## config.mk

```make
export PLATFORM = sky130hd
export DESIGN_NAME = uart_echo_tester
export DESIGN_NICKNAME = d
export VERILOG_FILES = /design/src/rtl/uart_echo_tester.sv
export SDC_FILE = /design/constraint.sdc
export NUM_CORES = 1
export LEC_CHECK = 0
export BUFFER_PORTS_ARGS = -buffer_cell sky130_fd_sc_hd__buf_2
export CORE_AREA = 2 2 136 85
export CTS_CLUSTER_DIAMETER = 60
export DETAILED_ROUTE_END_ITERATION = 8
export DIE_AREA = 0 0 138 87
export PLACE_DENSITY = 0.85
export REMOVE_ABC_BUFFERS = 1
export SLEW_MARGIN = 15
export SYNTH_ARGS = -nofsm -noshare
export SYNTH_HDL_FRONTEND = slang
export SYNTH_SLANG_ARGS = --single-unit
export TNS_END_PERCENT = 1
```

## constraint.sdc

```tcl
create_clock -name clk -period 3.3 [get_ports clk]
set_clock_uncertainty 0.15 [all_clocks]
set_input_delay 0.66 -clock clk [delete_from_list [all_inputs] [get_ports clk]]
set_output_delay 0.66 -clock clk [all_outputs]
set_load 0.02 [all_outputs]
```

## src/rtl/uart_echo_tester.sv

```systemverilog
// uart_echo_tester: sends a burst of 8N1 test bytes on uart_txd and checks
// each echo received on uart_rxd against the byte that was sent.
// Ports: clk, resetn (async, active low), start, num_bytes (0 = 256), seed,
//   uart_rxd (async in), uart_txd, busy, done (pulse), pass, err_count
//   (saturating), timeout_err (sticky until next start).
// Option: define UART_ECHO_TESTER_LFSR_EN to step bytes with an 8-bit LFSR
//   (x^8+x^6+x^5+x^4+1, seed 0x00 forced to 0x01) instead of +1.
module uart_echo_tester #(
    parameter int CLK_HZ            = 12_000_000,
    parameter int BIT_RATE          = 9600,
    parameter int RESP_TIMEOUT_BITS = 20
) (
    input  logic       clk,
    input  logic       resetn,
    input  logic       start,
    input  logic [7:0] num_bytes,
    input  logic [7:0] seed,
    input  logic       uart_rxd,
    output logic       uart_txd,
    output logic       busy,
    output logic       done,
    output logic       pass,
    output logic [7:0] err_count,
    output logic       timeout_err
);

    localparam int CPB  = CLK_HZ / BIT_RATE;
    localparam int HALF = CPB / 2;
    localparam int TMO  = RESP_TIMEOUT_BITS * CPB;
    localparam int CW   = $clog2(TMO + 1);

    localparam logic [CW-1:0] CPB_M1  = CW'(CPB - 1);
    localparam logic [CW-1:0] HALF_M1 = CW'(HALF - 1);
    localparam logic [CW-1:0] TMO_M1  = CW'(TMO - 1);

    typedef enum logic [2:0] {
        IDLE, SEND, WAIT_ECHO, CHECK, FINISH
    } state_t;

    typedef enum logic [1:0] {
        R_IDLE, R_START, R_DATA, R_STOP
    } rstate_t;

    // ---------------- byte sequence ----------------
    logic [7:0] cur_byte;
    logic [7:0] seed_l;
    logic [7:0] nxt_byte;

`ifdef UART_ECHO_TESTER_LFSR_EN
    assign seed_l   = (seed == 8'h00) ? 8'h01 : seed;
    assign nxt_byte = {cur_byte[6:0],
                       cur_byte[7] ^ cur_byte[5] ^ cur_byte[4] ^ cur_byte[3]};
`else
    assign seed_l   = seed;
    assign nxt_byte = cur_byte + 8'd1;
`endif

    // ---------------- rx synchroniser ----------------
    // rx_d is one extra stage used only for falling-edge detection.
    logic rx_m, rx_s, rx_d;

    always_ff @(posedge clk or negedge resetn) begin
        if (!resetn) begin
            rx_m <= 1'b1;
            rx_s <= 1'b1;
            rx_d <= 1'b1;
        end else begin
            rx_m <= uart_rxd;
            rx_s <= rx_m;
            rx_d <= rx_s;
        end
    end

    // ---------------- receiver ----------------
    rstate_t       rst;
    logic [CW-1:0] rcnt;
    logic [2:0]    rbit;
    logic [7:0]    rsh;
    logic          rx_valid;
    logic          rx_ferr;

    always_ff @(posedge clk or negedge resetn) begin
        if (!resetn) begin
            rst      <= R_IDLE;
            rcnt     <= '0;
            rbit     <= '0;
            rsh      <= '0;
            rx_valid <= 1'b0;
            rx_ferr  <= 1'b0;
        end else begin
            rx_valid <= 1'b0;
            rx_ferr  <= 1'b0;
            unique case (rst)
                R_IDLE: begin
                    if (rx_d && !rx_s) begin
                        rst  <= R_START;
                        rcnt <= '0;
                    end
                end
                R_START: begin
                    if (rcnt == HALF_M1) begin
                        rcnt <= '0;
                        rbit <= '0;
                        // still high at mid start bit: glitch, drop it
                        rst  <= rx_s ? R_IDLE : R_DATA;
                    end else begin
                        rcnt <= rcnt + CW'(1);
                    end
                end
                R_DATA: begin
                    if (rcnt == CPB_M1) begin
                        rcnt <= '0;
                        rsh  <= {rx_s, rsh[7:1]};
                        rbit <= rbit + 3'd1;
                        if (rbit == 3'd7) rst <= R_STOP;
                    end else begin
                        rcnt <= rcnt + CW'(1);
                    end
                end
                R_STOP: begin
                    if (rcnt == CPB_M1) begin
                        rcnt     <= '0;
                        rst      <= R_IDLE;
                        rx_valid <= rx_s;
                        rx_ferr  <= !rx_s;
                    end else begin
                        rcnt <= rcnt + CW'(1);
                    end
                end
                default: rst <= R_IDLE;
            endcase
        end
    end

    // ---------------- control ----------------
    state_t        state;
    logic [CW-1:0] cnt;
    logic [3:0]    tx_bit;
    logic [7:0]    tx_sh;
    logic [8:0]    rem;
    logic [7:0]    rx_hold;
    logic          rx_pend;

    logic [1:0] inc;
    logic [8:0] sum;
    logic [7:0] err_nxt;

    // Several error sources can land in one cycle; sum then saturate.
    always_comb begin
        inc = 2'd0;
        if (busy && (rx_ferr || (rx_valid && rx_pend)))
            inc = inc + 2'd1;
        if (state == CHECK && rx_hold != cur_byte)
            inc = inc + 2'd1;
        if (state == WAIT_ECHO && !rx_pend && cnt == TMO_M1)
            inc = inc + 2'd1;
        sum     = {1'b0, err_count} + {7'd0, inc};
        err_nxt = sum[8] ? 8'hFF : sum[7:0];
    end

    always_ff @(posedge clk or negedge resetn) begin
        if (!resetn) begin
            state       <= IDLE;
            cnt         <= '0;
            tx_bit      <= '0;
            tx_sh       <= '0;
            rem         <= '0;
            cur_byte    <= '0;
            rx_hold     <= '0;
            rx_pend     <= 1'b0;
            uart_txd    <= 1'b1;
            busy        <= 1'b0;
            done        <= 1'b0;
            pass        <= 1'b0;
            err_count   <= '0;
            timeout_err <= 1'b0;
        end else begin
            done <= 1'b0;

            if (state == IDLE && start) begin
                rx_pend <= 1'b0;
            end else if (busy && rx_valid) begin
                rx_pend <= 1'b1;
                rx_hold <= rsh;
            end else if (state == CHECK) begin
                rx_pend <= 1'b0;
            end

            if (state == IDLE && start)
                err_count <= '0;
            else
                err_count <= err_nxt;

            unique case (state)
                IDLE: begin
                    if (start) begin
                        state       <= SEND;
                        busy        <= 1'b1;
                        pass        <= 1'b0;
                        timeout_err <= 1'b0;
                        rem         <= (num_bytes == 8'd0) ? 9'd256
                                                           : {1'b0, num_bytes};
                        cur_byte    <= seed_l;
                        tx_sh       <= seed_l;
                        uart_txd    <= 1'b0;
                        tx_bit      <= '0;
                        cnt         <= '0;
                    end
                end
                SEND: begin
                    if (cnt == CPB_M1) begin
                        cnt <= '0;
                        if (tx_bit == 4'd9) begin
                            state <= WAIT_ECHO;
                        end else begin
                            tx_bit <= tx_bit + 4'd1;
                            if (tx_bit == 4'd8) begin
                                uart_txd <= 1'b1;
                            end else begin
                                uart_txd <= tx_sh[0];
                                tx_sh    <= {1'b0, tx_sh[7:1]};
                            end
                        end
                    end else begin
                        cnt <= cnt + CW'(1);
                    end
                end
                WAIT_ECHO: begin
                    if (rx_pend) begin
                        state <= CHECK;
                    end else if (cnt == TMO_M1) begin
                        state       <= FINISH;
                        timeout_err <= 1'b1;
                        done        <= 1'b1;
                        pass        <= 1'b0;
                    end else begin
                        cnt <= cnt + CW'(1);
                    end
                end
                CHECK: begin
                    rem <= rem - 9'd1;
                    if (rem == 9'd1) begin
                        state <= FINISH;
                        done  <= 1'b1;
                        pass  <= (err_nxt == 8'd0) && !timeout_err;
                    end else begin
                        state    <= SEND;
                        cur_byte <= nxt_byte;
                        tx_sh    <= nxt_byte;
                        uart_txd <= 1'b0;
                        tx_bit   <= '0;
                        cnt      <= '0;
                    end
                end
                FINISH: begin
                    state <= IDLE;
                    busy  <= 1'b0;
                end
                default: state <= IDLE;
            endcase
        end
    end

endmodule

```

==> key figures <==
Yosys
  • Synth area leader: dfrtp_1
  • Yosys top cell area share: 42.51%
  • Yosys warnings: 0
  • Avg Synthesized Cell Area: 9.427 um^2
  • Cell variety after synth: 68
  • Mapped Cells: approximately 610
  • Post-synth top cells: dfrtp_1, nand2_1, nor2_1, o21ai_0, nand3_1
  • FF+latch count, synth: about 100
  • Ys async rst share: between 90% and 100%
  • Main flop type after synthesis: dfrtp_1
  • Most numerous cell in the Yosys netlist: dfrtp_1
  • Largest cells by area after synthesis: dfrtp_1, mux2_2, nand2_1, nor2_1, ha_1
  • EDFF count, synth: 0
  • Sequential-to-total area share from yosys stat: 44.33%
  • Synthesized area: 5769 um^2

Route
  • DR iter-0 viols: 499
  • Post-route ant nets: 0
  • Wire per inst: 16.95 um
  • Vias per cell: 6.171
  • Final wirelength: 13.70 mm
  • Vias post-DR: 4986
  • Remaining DRCs: 0
  • Drt first pass iters: 5

Floorplan
  • Initial Util: 53.00%
  • Chip height: 87 um
  • Core area: 10890 um^2
  • Die area: approximately 12000 um^2
  • Row count: 30
  • Die Width: around 140 um
  • # IOs: 33

Critical path
  • Worst reg2reg path depth: 11
  • Critical path arrival: 3.22 ns
  • R2R Path End: pass
  • Type of origin of the critical path: register
  • Crit Path Max Fanout: 4
  • Critical path class: reg2reg
  • Worst Path Required: 3.37 ns
  • R2R Path Start: cnt[1]
  • FF-to-FF setup slack: 0.15 ns
  • Crit. End Element: register

Cells and area
  • Fillers: 905
  • Area Growth Syn to Fin: 13.36%
  • Share of cells above drive strength 1: 17.17%
  • Final core occ: 60.08%
  • Antenna diode count: 0
  • Total Nets Final: 697
  • Flip-flop and latch area: between 2000 and 3000 um^2
  • Multi-input gate area: 3070 um^2

Placed design
  • Pre-CTS WS: -0.001014 ns
  • # port buffers: 32
  • Final Wtd Congestion: 0.9504
  • Hpwl dp: 10.05 mm

STA
  • Endpoints failing setup: 0
  • Pins Over Slew Limit: 0
  • Slew margin rel.: a little over two fifths
  • Fmax: roughly 0.32 GHz
  • Slew @ Worst Pin: 0.8419 ns
  • Fin crit period: 3.148 ns
  • Setup WS post-layout: between 0.15 and 0.2 ns
  • Crit share post-route: 95.39%
  • Final Hold Violating Endpoints: 0

GRT
  • Remaining global-route overflow: 0
  • Antenna violations before repair: 0
  • Vias in the first global route: 4680
  • GRT Overall Usage: 23.89%
  • First-pass GRT wire length: between 20 and 25 mm
  • Largest net degree at the start of global routing: 45

Clock tree
  • CTS sink count: slightly above 100
  • Clock buffer depth: 2
  • Cts bufs inserted: 9
  • Clock root buffer: clkbuf_16
  • CTS tree: done
  • Worst-Skew Late Latency: 0.35 ns
  • Htree depth: 3
  • CTS clk-pin slew, worst paths: ~0.070 ns

Power
  • PwrDens: 716.2 nW/um^2
  • Static Leak: between 0.003 and 0.004 uW
  • Peak VDD IR: roughly 0.40 mV

Job
  • MaxCap Viol Count: 0

Hold path
  • HP Class: in2async

Run status
  • Outcome: completed
final cells by class:
type	count	area share [%]
Multi-Input combinational cell	466	46.95
Sequential cell	102	39.12
Timing Repair Buffer	58	5.663
Clock buffer	11	3.712
Tap cell	144	2.755
Inverter	22	1.263
Clock inverter	5	0.5357
per-layer routing:
| metal | vias to the layer above | global-route usage [%] | routed length [um] |
|---|---|---|---|
| met4 | 0 | 5.937 | 112 |
| met2 | 282 | 36.90 | 6071 |
| li1 | 2314 | - | - |
| met5 | - | 0 | 0 |
| met3 | 14 | 5.992 | 1321 |
| met1 | 2376 | 34.17 | 6192 |
logic make-up after synthesis:
kind of cell               Yosys count  share of synthesized area [%]
muxes                               28                          5.335
xor gates and xnor gates            28                          4.251
DFF                                102                          44.33
adders and majority gates           18                          4.034
AOI/OAI and AO/OA                  138                          16.46
buffers and inverters               44                          2.949
and+or+nand+nor                    254                          22.64
worst max-delay path by stage:
stage	start	end	slack (ns)
after floorplan	state[1]	pass	-0.14
after global placement	cnt[4]	pass	0.1
after detailed placement	cnt[4]	pass	-0.001
after CTS	cnt[0]	pass	0.03
after global routing	cur_byte[1]	pass	-0.02
final	cnt[1]	pass	0.15
layout by cell type (no fill, tap or decap), types with 5 or more instances in the layout:
cell / instances
nor3b_1: 5
nor2b_1: 5
nand4_1: 13
nor4_1: 7
nor3_1: 17
a21oi_1: 28
mux2_2: 22
xor2_1: 10
a21o_1: 13
xnor2_1: 17
nand2b_1: 7
nor2_1: 60
o21ai_0: 32
dfrtp_1: 97
inv_1: 21
mux2i_1: 6
and3_1: 10
a22o_1: 11
buf_4: 26
nand2_1: 62
a211oi_1: 7
clkbuf_16: 9
or3_1: 6
buf_2: 31
nand3_1: 30
and2_1: 6
ha_1: 17
flip-flops by register name, indices dropped and copies added (netlist names), 3 cells and up, named ones only:
name / count
cnt: 15
cur_byte: 8
err_count: 8
rbit: 3
rcnt: 15
rem: 9
rsh: 8
rx_hold: 8
state: 3
tx_bit: 4
tx_sh: 8
worst max-delay path, cell delays in order, from the launching register on:
cell	delay, ns
dfrtp_1	0.39
ha_1	0.21
and4b_1	0.22
nand4_1	0.16
or3_4	0.39
xnor2_1	0.14
ha_1	0.20
fa_1	0.39
and4_1	0.21
and2_1	0.18
o311ai_1	0.29
o31ai_1	0.09
timing repair:
action | 4_1_cts | 5_1_grt
buffers inserted | 0 | 2
pin swaps | 0 | 2
endpoints found under the setup margin | 1 | 1
cloned | 0 | 0
hold endpoints to repair | 0 | 0
hold buffers | 0 | 0
resized for setup | 2 | 5
stage by stage:
step	total power, uW	setup TNS (ns)	hold slack (ns)	instances	area, um^2
floorplan	3032	-0.1406	0.1952	590	5682
global placement	3539	0	0.1977	790	6223
detailed placement	3638	-0.001014	0.1968	790	6223
CTS	4661	0	0.1589	806	6507
global route	5008	-0.01588	0.1730	808	6540
finish	4684	0	0.1414	808	6540
report_power, final:
part	switching [uW]	internal (uW)	total, uW
clock network	467	534	1000
logic	1160	777	1940
registers	246	1500	1740
total	1870	2810	4680
(Power assumes the default switching activity.)
